--- src/rtl/bsg_test_node_master_multi_if.sv ---
// bsg_test_node_master_multi_if: channel, trace-ROM and status signals of the replay master
interface bsg_test_node_master_multi_if #(
    parameter int ring_width_p      = 80,
    parameter int num_channels_p    = 2,
    parameter int rom_addr_width_p  = 32,
    parameter int err_count_width_p = 8
);
    localparam int chan_width_lp  = (num_channels_p > 1) ? $clog2(num_channels_p) : 1;
    localparam int trace_width_lp = 4 + chan_width_lp + ring_width_p;
    logic                                     en_i;
    logic [num_channels_p-1:0]                v_i;
    logic [num_channels_p*ring_width_p-1:0]   data_i;
    logic [num_channels_p-1:0]                ready_o;
    logic [num_channels_p-1:0]                v_o;
    logic [num_channels_p*ring_width_p-1:0]   data_o;
    logic [num_channels_p-1:0]                yumi_i;
    logic [rom_addr_width_p-1:0]              rom_addr_o;
    logic [trace_width_lp-1:0]                rom_data_i;
    logic                                     done_o;
    logic                                     error_o;
    logic [err_count_width_p-1:0]             error_count_o;
    modport master (
        input  en_i, v_i, data_i, yumi_i, rom_data_i,
        output ready_o, v_o, data_o, rom_addr_o, done_o, error_o, error_count_o
    );
    modport slave (
        output en_i, v_i, data_i, yumi_i, rom_data_i,
        input  ready_o, v_o, data_o, rom_addr_o, done_o, error_o, error_count_o
    );
endinterface

--- src/rtl/bsg_test_node_master_multi.sv ---
// bsg_test_node_master_multi: trace-replay master driving and checking several ring channels
module bsg_test_node_master_multi #(
    parameter int ring_width_p      = 80,
    parameter int num_channels_p    = 2,
    parameter int rom_addr_width_p  = 32,
    parameter int wait_width_p      = 16,
    parameter int err_count_width_p = 8
) (
    input  logic                         clk_i,
    input  logic                         reset_i,
    bsg_test_node_master_multi_if.master bus
);
    localparam int chan_width_lp  = (num_channels_p > 1) ? $clog2(num_channels_p) : 1;
    localparam int trace_width_lp = 4 + chan_width_lp + ring_width_p;

    typedef enum logic [1:0] {EXEC, WAIT, DONE} state_e;

    state_e                       state_r, state_n;
    logic [rom_addr_width_p-1:0]  pc_r, pc_n, pc_inc;
    logic [ring_width_p-1:0]      mask_r, mask_n;
    logic [wait_width_p-1:0]      cnt_r, cnt_n, wait_n;
    logic [err_count_width_p-1:0] err_cnt_r;
    logic                         err_r, err_hit;
    logic [3:0]                   op;
    logic [chan_width_lp-1:0]     chan;
    logic [ring_width_p-1:0]      payload, rx_data;
    logic                         chan_ok, bad, live, send, recv, yumi_sel, v_sel;

    assign op      = bus.rom_data_i[trace_width_lp-1 -: 4];
    assign chan    = bus.rom_data_i[ring_width_p +: chan_width_lp];
    assign payload = bus.rom_data_i[ring_width_p-1:0];
    assign wait_n  = payload[wait_width_p-1:0];
    assign pc_inc  = pc_r + rom_addr_width_p'(1);
    assign chan_ok = 32'(chan) < num_channels_p;
    assign bad     = op > 4'd5 || ((op == 4'd1 || op == 4'd2) && !chan_ok);
    // Reset is folded in so the outputs drop the instant reset asserts, even if word 0 is a SEND
    assign live    = bus.en_i && !reset_i && state_r == EXEC;
    assign send    = live && op == 4'd1 && chan_ok;
    assign recv    = live && op == 4'd2 && chan_ok;

    assign bus.rom_addr_o    = pc_r;
    assign bus.done_o        = state_r == DONE;
    assign bus.error_o       = err_r;
    assign bus.error_count_o = err_cnt_r;

    // Route the active SEND/RECV onto its channel and select that channel's handshake inputs
    always_comb begin
        bus.v_o     = '0;
        bus.ready_o = '0;
        bus.data_o  = '0;
        yumi_sel    = 1'b0;
        v_sel       = 1'b0;
        rx_data     = '0;
        for (int k = 0; k < num_channels_p; k++) begin
            if (chan == chan_width_lp'(k)) begin
                bus.v_o[k]                                = send;
                bus.ready_o[k]                            = recv;
                bus.data_o[k*ring_width_p +: ring_width_p] = send ? payload : '0;
                yumi_sel                                  = bus.yumi_i[k];
                v_sel                                     = bus.v_i[k];
                rx_data                                   = bus.data_i[k*ring_width_p +: ring_width_p];
            end
        end
    end

    // Execute the current trace word: next pc, state, wait count, mask and error event
    always_comb begin
        state_n = state_r;
        pc_n    = pc_r;
        cnt_n   = cnt_r;
        mask_n  = mask_r;
        err_hit = 1'b0;
        if (state_r == WAIT) begin
            cnt_n = cnt_r - wait_width_p'(1);
            if (cnt_r == wait_width_p'(1)) begin
                pc_n    = pc_inc;
                state_n = EXEC;
            end
        end else if (state_r == EXEC) begin
            if (bad) begin
                err_hit = 1'b1;
                pc_n    = pc_inc;
            end else begin
                case (op)
                    4'd1: pc_n = yumi_sel ? pc_inc : pc_r;
                    4'd2: begin
                        pc_n    = v_sel ? pc_inc : pc_r;
                        err_hit = v_sel && ((rx_data ^ payload) & mask_r) != '0;
                    end
                    4'd3: begin
                        pc_n    = (wait_n == '0) ? pc_inc : pc_r;
                        cnt_n   = wait_n;
                        state_n = (wait_n == '0) ? EXEC : WAIT;
                    end
                    4'd4: begin
                        mask_n = payload;
                        pc_n   = pc_inc;
                    end
                    4'd5: state_n = DONE;
                    default: pc_n = pc_inc;
                endcase
            end
        end
    end

    // State register; cycles with en_i low change nothing
    always_ff @(posedge clk_i or posedge reset_i) begin
        if (reset_i) begin
            state_r   <= EXEC;
            pc_r      <= '0;
            cnt_r     <= '0;
            mask_r    <= '1;
            err_r     <= 1'b0;
            err_cnt_r <= '0;
        end else if (bus.en_i) begin
            state_r <= state_n;
            pc_r    <= pc_n;
            cnt_r   <= cnt_n;
            mask_r  <= mask_n;
            err_r   <= err_r | err_hit;
            if (err_hit && err_cnt_r != '1)
                err_cnt_r <= err_cnt_r + err_count_width_p'(1);
        end
    end
endmodule

--- src/flat_wrapper.sv ---
// flat-port wrapper written by rule: the top's interface ports become plain ports
module bsg_test_node_master_multi_flat 
#(
    parameter int ring_width_p      = 80,
    parameter int num_channels_p    = 2,
    parameter int rom_addr_width_p  = 32,
    parameter int wait_width_p      = 16,
    parameter int err_count_width_p = 8
)
  (clk_i, reset_i, bus_en_i, bus_v_i, bus_data_i, bus_yumi_i, bus_rom_data_i, bus_ready_o, bus_v_o, bus_data_o, bus_rom_addr_o, bus_done_o, bus_error_o, bus_error_count_o);
  bsg_test_node_master_multi_if #(.ring_width_p(ring_width_p), .num_channels_p(num_channels_p), .rom_addr_width_p(rom_addr_width_p), .err_count_width_p(err_count_width_p)) bus_i ();
  input  logic clk_i;
  input  logic reset_i;
  input wire logic [$bits(bus_i.en_i)-1:0] bus_en_i;
  input wire logic [$bits(bus_i.v_i)-1:0] bus_v_i;
  input wire logic [$bits(bus_i.data_i)-1:0] bus_data_i;
  input wire logic [$bits(bus_i.yumi_i)-1:0] bus_yumi_i;
  input wire logic [$bits(bus_i.rom_data_i)-1:0] bus_rom_data_i;
  output wire logic [$bits(bus_i.ready_o)-1:0] bus_ready_o;
  output wire logic [$bits(bus_i.v_o)-1:0] bus_v_o;
  output wire logic [$bits(bus_i.data_o)-1:0] bus_data_o;
  output wire logic [$bits(bus_i.rom_addr_o)-1:0] bus_rom_addr_o;
  output wire logic [$bits(bus_i.done_o)-1:0] bus_done_o;
  output wire logic [$bits(bus_i.error_o)-1:0] bus_error_o;
  output wire logic [$bits(bus_i.error_count_o)-1:0] bus_error_count_o;
  assign bus_i.en_i = bus_en_i;
  assign bus_i.v_i = bus_v_i;
  assign bus_i.data_i = bus_data_i;
  assign bus_i.yumi_i = bus_yumi_i;
  assign bus_i.rom_data_i = bus_rom_data_i;
  assign bus_ready_o = bus_i.ready_o;
  assign bus_v_o = bus_i.v_o;
  assign bus_data_o = bus_i.data_o;
  assign bus_rom_addr_o = bus_i.rom_addr_o;
  assign bus_done_o = bus_i.done_o;
  assign bus_error_o = bus_i.error_o;
  assign bus_error_count_o = bus_i.error_count_o;
  bsg_test_node_master_multi #(.ring_width_p(ring_width_p), .num_channels_p(num_channels_p), .rom_addr_width_p(rom_addr_width_p), .wait_width_p(wait_width_p), .err_count_width_p(err_count_width_p)) u_core (.clk_i(clk_i), .reset_i(reset_i), .bus(bus_i));
endmodule
--- config.mk ---
export PLATFORM = sky130hd
export DESIGN_NAME = bsg_test_node_master_multi_flat
export DESIGN_NICKNAME = d
export VERILOG_FILES = /design/src/rtl/bsg_test_node_master_multi_if.sv /design/src/rtl/bsg_test_node_master_multi.sv /design/src/flat_wrapper.sv
export SDC_FILE = /design/constraint.sdc
export NUM_CORES = 1
export LEC_CHECK = 0
export CAP_MARGIN = 20
export CORE_AREA = 2 2 177 179
export DETAILED_ROUTE_END_ITERATION = 8
export DIE_AREA = 0 0 179 181
export HOLD_SLACK_MARGIN = 0.15
export PLACE_DENSITY_LB_ADDON = 0.1
export SETUP_SLACK_MARGIN = 0.02
export SLEW_MARGIN = 10
export SYNTH_ARGS = -nofsm -noshare
export SYNTH_HDL_FRONTEND = slang
export SYNTH_SLANG_ARGS = --single-unit
--- constraint.sdc ---
create_clock -name clk_i -period 5.81 [get_ports clk_i]
set_clock_uncertainty 0.05 [all_clocks]
set_input_delay 0.581 -clock clk_i [delete_from_list [all_inputs] [get_ports clk_i]]
set_output_delay 0.581 -clock clk_i [all_outputs]
set_load 0.02 [all_outputs]
==> results of run 1 <==
registers in the layout, indices dropped and copies added, names as in the netlist:
register and flops:
u_core.state_r 2, u_core.bus.error_o 1, u_core.mask_r 80, u_core.cnt_r 16, u_core.bus.rom_addr_o 32, u_core.bus.error_count_o 8
placed cells by master (no fill, tap or decap), types with 6 or more instances in the layout:
cell,synthesis,layout
nand2b_1,8,8
nor2_1,29,28
inv_1,8,7
nand2_1,27,27
dfstp_2,80,80
clkbuf_16,0,17
nand3_1,31,30
xnor2_1,104,104
xor2_1,11,11
nor4_1,9,9
nand4_1,17,17
a22oi_1,38,38
mux2_2,81,81
nor3_1,6,6
a21oi_1,20,20
o21ai_0,26,26
dfrtp_1,59,59
and3_1,10,9
mux2i_1,86,86
and2_1,162,162
clkdlybuf4s50_1,0,456
cell families (layout without fill, tap and decap cells):
family	count (synthesis)	count (layout)
compound gates	97	97
xor+xnor	115	115
fa+ha+maj	4	4
buf+inv	54	504
flops	139	139
mux	168	168
other cells	0	2
simple gates	323	323
routing by layer:
| layer | global-route usage | vias up |
|---|---|---|
| li1 | - | 4027 |
| met4 | 0.04911 | 0 |
| met5 | 0 | - |
| met1 | 0.2603 | 3973 |
| met3 | 0.04903 | 38 |
| met2 | 0.3725 | 322 |
layout make-up:
type,instances,area (µm²),area share
clock buffer,17,425.4,0.02880
clock inverter,15,178.9,0.01211
multi-input combinational,707,5383,0.3644
antenna,2,5.005,0.0003388
inverter,8,35.03,0.002372
timing repair buffer,464,4669,0.3161
sequential,139,3578,0.2423
tap,396,495.5,0.03355
power groups by stage:
| stage | Combinational, µW | Sequential (µW) | Clock [µW] |
|---|---|---|---|
| 2_1_floorplan | 578 | 1510 | 0 |
| 3_5_place_dp | 1040 | 1530 | 0 |
| 4_1_cts | 1040 | 1520 | 1130 |
| 3_3_place_gp | 1020 | 1530 | 0 |
| 6_report | 1030 | 1520 | 1100 |
| 5_1_grt | 1130 | 1560 | 1180 |
final timing paths:
check	from	endpoint	depth (start not counted)
min in group asynchronous	reset_i	u_core.state_r[0]	2
hold / removal	u_core.bus.rom_addr_o[31]	u_core.bus.rom_addr_o[31]	1
setup / recovery	u_core.state_r[0]	bus_data_o[132]	7
max in group asynchronous	reset_i	u_core.cnt_r[9]	3
hold reg to reg	u_core.bus.rom_addr_o[31]	u_core.bus.rom_addr_o[31]	1
setup reg to reg	u_core.state_r[0]	u_core.bus.rom_addr_o[31]	7
stage by stage:
step                worst slack (ns)  hold slack (ns)    util
floorplan                      1.587           0.4481       -
global placement               1.643           0.4074  0.4657
detailed placement             1.587           0.4102  0.4657
CTS                            1.394           0.4236  0.4856
global route                   1.225           0.4432  0.4867
finish                         1.394           0.4281  0.4867
cells in the mapped netlist, types with 2 or more instances:
cell type,instances,area [µm²]
xnor2_1,104,910.9
mux2_2,81,912.1
nand2b_1,8,50.05
inv_1,8,30.03
xor2_1,11,96.34
nand3_1,31,155.2
ha_1,4,50.05
o21ai_0,26,130.1
and4_1,3,26.28
nor2_1,29,108.9
nand2_1,27,101.4
dfrtp_1,59,1476
and2_1,162,1013
a21oi_1,20,100.1
and3_1,10,62.56
dfstp_2,80,2102
nand4_1,17,106.4
nor4_1,9,56.30
a22oi_1,38,285.3
nor4_2,3,37.54
buf_6,4,45.04
o22ai_1,4,25.02
nor3_1,6,30.03
and3_4,3,33.78
a221o_1,2,20.02
mux2i_1,86,860.8
buf_2,9,45.04
nor3b_1,2,15.01
nor2b_1,5,31.28
clkbuf_1,33,123.9
==> flow_metrics.env, run 1 <==
export IMPL_core_area_um2=30350
export IMPL_path_cells="nor2_1, nand2_1, nor3_1, and3_2, buf_4, and2_1, clkdlybuf4s50_1"
export IMPL_cp_required_ns=5.18
export IMPL_hold_viol_final=0
export IMPL_ys_async_sr_fraction=1.000
export IMPL_path_clk_slew_ns=0.07
export IMPL_slew_violations=0
export IMPL_p_leak_uw=0.005790
export IMPL_wl_met3_um=2525
export IMPL_drt_iter0_drc=416
export IMPL_fmaxAchievable_mhz=226.5
export IMPL_cts_root_buf="clkbuf_16"
export IMPL_crit_buf_inv=2
export IMPL_power_frac_seq=0.417
export IMPL_layout_cells_non_filler=1748
export IMPL_worst_setup_path_end_kind="primary output"
export IMPL_max_cap_violations=0
export IMPL_worst_r2r_setup_slack_ns=2.20
export IMPL_setup_viol=0
export IMPL_cts_resized=0
export IMPL_synthCells=900
export IMPL_crit_slowest_cell="dfrtp_1"
export IMPL_die_w_um=179
export IMPL_p_clk_frac=0.302
export IMPL_grt_pass1_wl_um=51780
export IMPL_start_kind="flop"
export IMPL_cpPeakStageDelay_ns=0.68
export IMPL_detail_route_antenna_nets=0
export IMPL_hp_class="flop to flop"
export IMPL_nets=1593
export IMPL_synthXorXnorAreaFrac=0.1097
export IMPL_cts_hold_buffers=0
export IMPL_synth_mux_area_frac=0.1943
export IMPL_top_layer="met4"
export IMPL_grt_pass1_vias=8549
export IMPL_fillerInstances=2897
export IMPL_min_period_ns=4.416
export IMPL_antenna_found_initial=2
export IMPL_grt_overflow=0
export IMPL_drt_met1_wl_um=14140
export IMPL_power_uw=3649
export IMPL_gp_congestion=0.8326
export IMPL_combPwrFrac=0.281
export IMPL_cts_sinks=139
export IMPL_place_inst=1713
export IMPL_ios=458
export IMPL_vdd_drop_max_mv=0.1764
export IMPL_grt_use_total=0.2119
export IMPL_dpl_hpwl_um=27080
export IMPL_detail_route_wl_per_cell_um=19.71
export IMPL_cellPowerDensity_nw_per_um2=247.1
export IMPL_htree_levels=4
export IMPL_crit_fanout=71
export IMPL_place_area_um2=14130
export IMPL_die_area_um2=32400
export IMPL_path_class="flop to primary output"
export IMPL_vias=8360
export IMPL_grt_max_degree=81
export IMPL_intPower_uw=2490
export IMPL_post_cts_buffers=0
export IMPL_firstDrtPassIters=7
export IMPL_maxSlewHeadroom=0.3879
export IMPL_numCtsBuffers=17
export IMPL_synth_adder_area_share=0.005450
export IMPL_syn_area_um2=9184
export IMPL_status="finished, final reports clean"
export IMPL_areaGrowthSynthToFinish_pct=60.83
export IMPL_synth_top_family_by_area="simple AND/OR/NAND/NOR gates"
export IMPL_clk_path_buf_depth=2
export IMPL_ys_seq_area_frac=0.3896
export IMPL_crit_arrival_ns=3.78
export IMPL_start_util=0.3026
export IMPL_synth_simple_area_share=0.2068
export IMPL_insertion_delay_ns=0.42
export IMPL_fp_dieH_um=181
export IMPL_synth_fp_nets=1156
export IMPL_switching_share=0.3176
export IMPL_cts_tree="built"
export IMPL_wl_met2_um=17270
export IMPL_ys_types=46
export IMPL_finalSetupTns_ns=0
export IMPL_yosysWarnings=0
export IMPL_critPathTopFamily="simple AND/OR/NAND/NOR gates"
export IMPL_worstMarginPinSlew_ns=0.9163
export IMPL_port_buffers=457
export IMPL_drive_above_1_share=0.1593
export IMPL_period_share=0.7600
export IMPL_ys_ff_latch=139
export IMPL_drc=0
export IMPL_rows=64
export IMPL_synthFlopType="dfstp_2"
export IMPL_synth_edf_count=0
export IMPL_avgSynthCellArea_um2=10.20
export IMPL_p_switching_uw=1159
export IMPL_rsz0062_at_grt="false"
export IMPL_wl_um=34460
export IMPL_stdcell_area_um2=14770
export IMPL_synth_compound_area_share=0.06757
export IMPL_via_per_inst=4.783
Power figures use the tool's default switching activity.
==> run 2, diff against run 1 <==
--- a/config.mk
+++ b/config.mk
@@ -6,9 +6,9 @@
 export NUM_CORES = 1
 export LEC_CHECK = 0
 export CAP_MARGIN = 20
-export CORE_AREA = 2 2 177 179
+export CORE_AREA = 2 2 176 178
 export DETAILED_ROUTE_END_ITERATION = 8
-export DIE_AREA = 0 0 179 181
+export DIE_AREA = 0 0 178 180
 export HOLD_SLACK_MARGIN = 0.15
 export PLACE_DENSITY_LB_ADDON = 0.1
 export SETUP_SLACK_MARGIN = 0.02
==> constraint.sdc (replaced) <==
create_clock -name clk_i -period 3.75 [get_ports clk_i]
set_clock_uncertainty 0.05 [all_clocks]
set_input_delay 0.375 -clock clk_i [delete_from_list [all_inputs] [get_ports clk_i]]
set_output_delay 0.375 -clock clk_i [all_outputs]
set_load 0.02 [all_outputs]
==> run 2 against run 1 <==
  * Sequential power grew 53%
  * Via count up 0.96%
  * Power is 54% higher
  * First-iteration DRC count fell by 23%
  * Clock-buffer cell count unchanged
  * Sequential cell count is the same
  * Die area is 1.1% lower
  * Clock power up 45%
  * Cell count grew 1.8%
  * Setup slack worse by 1.1 ns
  * Largest cell class unchanged
  * Largest power group unchanged
==> flow_metrics.env, run 2 (synthesis gave the netlist of run 1 again) <==
export IMPL_path_class="input pin to primary output"
export IMPL_clk_path_buf_depth=2
export IMPL_maxSlewHeadroom=0.4797
export IMPL_path_cells="clkdlybuf4s50_1, nor2_1, nand2_1, nor3_1, nand2_1, nor2_4, buf_4, and2_1, clkdlybuf4s50_1"
export IMPL_start_util=0.3042
export IMPL_crit_arrival_ns=2.99
export IMPL_max_cap_violations=0
export IMPL_core_area_um2=30190
export IMPL_cp_required_ns=3.32
export IMPL_start_kind="input pin"
export IMPL_setup_viol=0
export IMPL_crit_slowest_cell="clkdlybuf4s50_1"
export IMPL_grt_overflow=0
export IMPL_wl_um=34930
export IMPL_cts_hold_buffers=0
export IMPL_htree_levels=4
export IMPL_fp_dieH_um=180
export IMPL_detail_route_wl_per_cell_um=19.63
export IMPL_largest_register="u_core.mask_r"
export IMPL_min_period_ns=3.417
export IMPL_cellPowerDensity_nw_per_um2=374.4
export IMPL_period_share=0.9112
export IMPL_cts_root_buf="clkbuf_16"
export IMPL_dpl_hpwl_um=28110
export IMPL_crit_fanout=27
export IMPL_place_inst=1746
export IMPL_worstMarginPinSlew_ns=0.7752
export IMPL_grt_use_total=0.2164
export IMPL_grt_pass1_vias=8605
export IMPL_status="finished, final reports clean"
export IMPL_hold_viol_final=0
export IMPL_hp_class="input pin to asynchronous set/reset pin"
export IMPL_rsz0062_at_grt="false"
export IMPL_areaGrowthSynthToFinish_pct=63.05
export IMPL_insertion_delay_ns=0.43
export IMPL_nets=1625
export IMPL_path_clk_slew_ns=0.06
export IMPL_die_w_um=178
export IMPL_crit_buf_inv=3
export IMPL_multi_input_area_um2=5383
export IMPL_drc=0
export IMPL_antenna_found_initial=3
export IMPL_rows=64
export IMPL_numCtsBuffers=17
export IMPL_final_cell_mix="clkdlybuf4s50_1 (456), and2_1 (162), xnor2_1 (104)"
export IMPL_cts_tree="built"
export IMPL_cts_resized=0
export IMPL_gp_congestion=0.8080
export IMPL_critPathTopFamily="buffers and inverters"
export IMPL_drive_above_1_share=0.1780
export IMPL_layout_commonest_cell="clkdlybuf4s50_1"
export IMPL_vias=8440
export IMPL_worst_setup_path_end_kind="primary output"
export IMPL_detail_route_antenna_nets=0
export IMPL_via_per_inst=4.744
export IMPL_regArea_um2=3578
export IMPL_ios=458
export IMPL_grt_max_degree=85
export IMPL_power_uw=5606
export IMPL_cpPeakStageDelay_ns=0.61
export IMPL_layout_cells_non_filler=1779
export IMPL_die_area_um2=32040
export IMPL_cts_sinks=139
export IMPL_finalSetupTns_ns=0
export IMPL_slew_violations=0
export IMPL_fin_util=0.4960
export IMPL_post_cts_buffers=0
export IMPL_drt_iter0_drc=321
export IMPL_fillerInstances=2825
export IMPL_firstDrtPassIters=5
export IMPL_port_buffers=457
export IMPL_grt_pass1_wl_um=52380
export IMPL_largest_reg_flops=80
export IMPL_p_leak_uw=0.005916
export IMPL_fmaxAchievable_mhz=292.6
export IMPL_vdd_drop_max_mv=0.2951
-- run 2: cell count changes in the layout (fill, tap and decap cells not counted), sizes merged --
cell | before | now
diode | 2 | 1
inv | 15 | 16
clkinv | 6 | 2
bufinv | 1 | 0
clkinvlp | 1 | 5
buf | 8 | 40
-- run 2: path summary, 6_finish.rpt --
| path | from | endpoint | slack, ns | cells past startpoint |
|---|---|---|---|---|
| max in group asynchronous | reset_i | u_core.mask_r[47] | 2.41 | 3 |
| min in group clk_i | u_core.bus.rom_addr_o[31] | u_core.bus.rom_addr_o[31] | 0.42 | 1 |
| min | reset_i | u_core.bus.error_count_o[4] | 0.35 | 2 |
| min reg2reg | u_core.bus.rom_addr_o[31] | u_core.bus.rom_addr_o[31] | 0.42 | 1 |
| max reg2reg | u_core.cnt_r[12] | u_core.bus.rom_addr_o[18] | 0.95 | 8 |
| max | bus_rom_data_i[84] | bus_data_o[48] | 0.33 | 9 |
-- run 2: per-layer routing --
layer	part of all wire	track usage
met1	0.43	0.2690
met2	0.49	0.3774
met3	0.067	0.05203
met4	0.012	0.04656
met5	0.00037	0
-- run 2: final cells by class --
class | instances | area share
multi-input combinational | 707 | 0.3595
inverter | 8 | 0.002256
sequential | 139 | 0.2390
timing repair buffer | 496 | 0.3290
clock buffer | 17 | 0.02841
antenna | 1 | 0.0001671
clock inverter | 15 | 0.008606
tap | 396 | 0.03309
-- run 2: metrics by stage --
step	cell area, µm²	worst slack, ns	hold slack, ns
finish	14970	0.3329	0.3475
global route	14970	0.1027	0.3925
CTS	14970	0.3122	0.3514
detailed placement	14420	0.3195	0.4112
global placement	14420	0.4048	0.4076
floorplan	9188	1.332	0.4481
-- run 2: worst register-to-register path, cell delays in order, from the launching register on --
cell and delay (ns):
dfrtp_1 0.42, or2_1 0.26, nor4_2 0.28, nand4_1 0.20, a211oi_2 0.54, and2_1 0.41, buf_4 0.23, and4_1 0.20
xor2_1 0.13
-- run 2: power breakdown --
group	switching (µW)	internal [µW]	total [µW]
sequential	282	2040	2320
clock	733	870	1600
combinational	782	898	1680
==> run 3, diff against run 2 <==
--- a/config.mk
+++ b/config.mk
@@ -10,7 +10,7 @@
 export DETAILED_ROUTE_END_ITERATION = 8
 export DIE_AREA = 0 0 178 180
 export HOLD_SLACK_MARGIN = 0.15
-export PLACE_DENSITY_LB_ADDON = 0.1
+export PLACE_DENSITY_LB_ADDON = 0.2
 export SETUP_SLACK_MARGIN = 0.02
 export SLEW_MARGIN = 10
 export SYNTH_ARGS = -nofsm -noshare
==> run 3 against run 2 <==
  * Via count shrank 1.0%
  * Sequential power is essentially flat
  * Power is 1.4% higher
  * Die area did not move
  * Hold slack better by 0.036 ns
  * Non-clock buffer count decreased by 4
  * Critical path depth shrank 1
  * Critical endpoint is now bus_data_o[127]
  * Largest power group unchanged
==> flow_metrics.env, run 3 (synthesis gave the netlist of run 1 again) <==
export IMPL_cts_tree="built"
export IMPL_crit_arrival_ns=3.04
export IMPL_grt_overflow=0
export IMPL_fillerInstances=2835
export IMPL_maxSlewHeadroom=0.2452
export IMPL_r2r_start="u_core.cnt_r[6]"
export IMPL_start_kind="input pin"
export IMPL_die_w_um=178
export IMPL_largest_reg_flops=80
export IMPL_cts_resized=0
export IMPL_vias=8353
export IMPL_cpPeakStageDelay_ns=0.61
export IMPL_nets=1621
export IMPL_clk_path_buf_depth=2
export IMPL_wl_um=34580
export IMPL_grt_pass1_wl_um=51380
export IMPL_multi_input_area_um2=5383
export IMPL_largest_register="u_core.mask_r"
export IMPL_rsz0062_at_grt="false"
export IMPL_cts_root_buf="clkbuf_16"
export IMPL_layout_commonest_cell="clkdlybuf4s50_1"
export IMPL_htree_levels=4
export IMPL_status="finished, final reports clean"
export IMPL_hp_class="input pin to asynchronous set/reset pin"
export IMPL_hold_viol_final=0
export IMPL_worst_setup_path_end_kind="primary output"
export IMPL_firstDrtPassIters=4
export IMPL_path_cells="clkdlybuf4s50_1, nor2b_1, nand2_1, nor3_1, and3_2, buf_4, and2_1, clkdlybuf4s50_1"
export IMPL_path_class="input pin to primary output"
export IMPL_ios=458
export IMPL_fp_dieH_um=180
export IMPL_rows=64
export IMPL_drc=0
export IMPL_max_cap_violations=0
export IMPL_drive_above_1_share=0.1763
export IMPL_cts_sinks=139
export IMPL_detail_route_antenna_nets=0
export IMPL_cellPowerDensity_nw_per_um2=379.8
export IMPL_grt_pass1_vias=8518
export IMPL_post_cts_buffers=0
export IMPL_drt_iter0_drc=417
export IMPL_crit_fanout=35
export IMPL_period_share=0.9230
export IMPL_startpoint="bus_en_i"
export IMPL_slew_violations=0
export IMPL_worstMarginPinSlew_ns=1.132
export IMPL_place_inst=1742
export IMPL_start_util=0.3042
export IMPL_die_area_um2=32040
export IMPL_core_area_um2=30190
export IMPL_numCtsBuffers=17
export IMPL_insertion_delay_ns=0.42
export IMPL_crit_top_cell="clkdlybuf4s50_1"
export IMPL_port_buffers=457
export IMPL_min_period_ns=3.461
export IMPL_areaGrowthSynthToFinish_pct=63.07
export IMPL_gp_congestion=0.8214
export IMPL_grt_max_degree=81
export IMPL_p_leak_uw=0.005918
export IMPL_grt_use_total=0.2118
export IMPL_finalSetupTns_ns=0
export IMPL_path_clk_slew_ns=0.07
export IMPL_fmaxAchievable_mhz=288.9
export IMPL_antenna_found_initial=2
export IMPL_crit_slowest_cell="clkdlybuf4s50_1"
export IMPL_final_cell_mix="clkdlybuf4s50_1 (456), and2_1 (162), xnor2_1 (104)"
export IMPL_dpl_hpwl_um=27700
export IMPL_cts_hold_buffers=0
export IMPL_setup_viol=0
export IMPL_layout_cells_non_filler=1776
export IMPL_via_per_inst=4.703
export IMPL_cp_required_ns=3.32
export IMPL_detail_route_wl_per_cell_um=19.47
export IMPL_vdd_drop_max_mv=0.2415
export IMPL_regArea_um2=3578
-- run 3: changes by cell type in the layout (fill, tap and decap cells not counted), sizes merged --
cell      change
buf           -4
clkinvlp      -3
diode         +1
clkinv        +3
-- run 3: worst paths after layout --
kind / end / cells past startpoint / slack, ns
worst max-delay path: bus_data_o[127] / 8 / 0.29
worst min-delay path: u_core.state_r[0] / 2 / 0.38
worst max register to register: u_core.bus.rom_addr_o[31] / 7 / 0.97
worst min register to register: u_core.bus.rom_addr_o[31] / 1 / 0.42
max in group asynchronous: u_core.mask_r[51] / 3 / 2.31
min in group clk_i: u_core.bus.rom_addr_o[31] / 1 / 0.42
-- run 3: stage by stage --
stage	instance area (µm²)	power (µW)	hold slack (ns)	setup slack [ns]	util
4_1_cts	14970	5768	0.4028	0.2915	0.4959
3_3_place_gp	14380	3993	0.4100	0.2948	0.4762
5_1_grt	14970	6044	0.4379	0.09741	0.4959
2_1_floorplan	9188	3230	0.4481	1.332	-
6_report	14980	5687	0.3836	0.2888	0.4961
3_5_place_dp	14380	4033	0.4086	0.2981	0.4762
-- run 3: power by group --
group | switching [µW] | total, µW | internal, µW | leakage (µW)
Sequential | 279 | 2320 | 2040 | 0.00158
Clock | 788 | 1690 | 901 | 0.000290
Combinational | 780 | 1680 | 899 | 0.00405
Total | 1850 | 5690 | 3840 | 0.00592
-- run 3: critical path, delay by kind of cell --
family        cells  cell delay, ns
simple gates      5            1.20
buf+inv           3            1.43
-- run 3: metal layers --
metal	wire (µm)	share of wire	vias up	global-route usage
li1	-	-	4091	-
met1	14660	0.42	3927	0.2687
met2	17120	0.49	308	0.3657
met3	2317	0.067	27	0.04632
met4	488	0.014	0	0.04689
met5	0	0	-	0
-- run 3: final cells by class --
type | instances | area share
Antenna cell | 2 | 0.0003342
Sequential cell | 139 | 0.2390
Tap cell | 396 | 0.03309
Multi-Input combinational cell | 707 | 0.3594
Clock buffer | 17 | 0.02841
Timing Repair Buffer | 492 | 0.3262
Clock inverter | 15 | 0.01136
Inverter | 8 | 0.002256
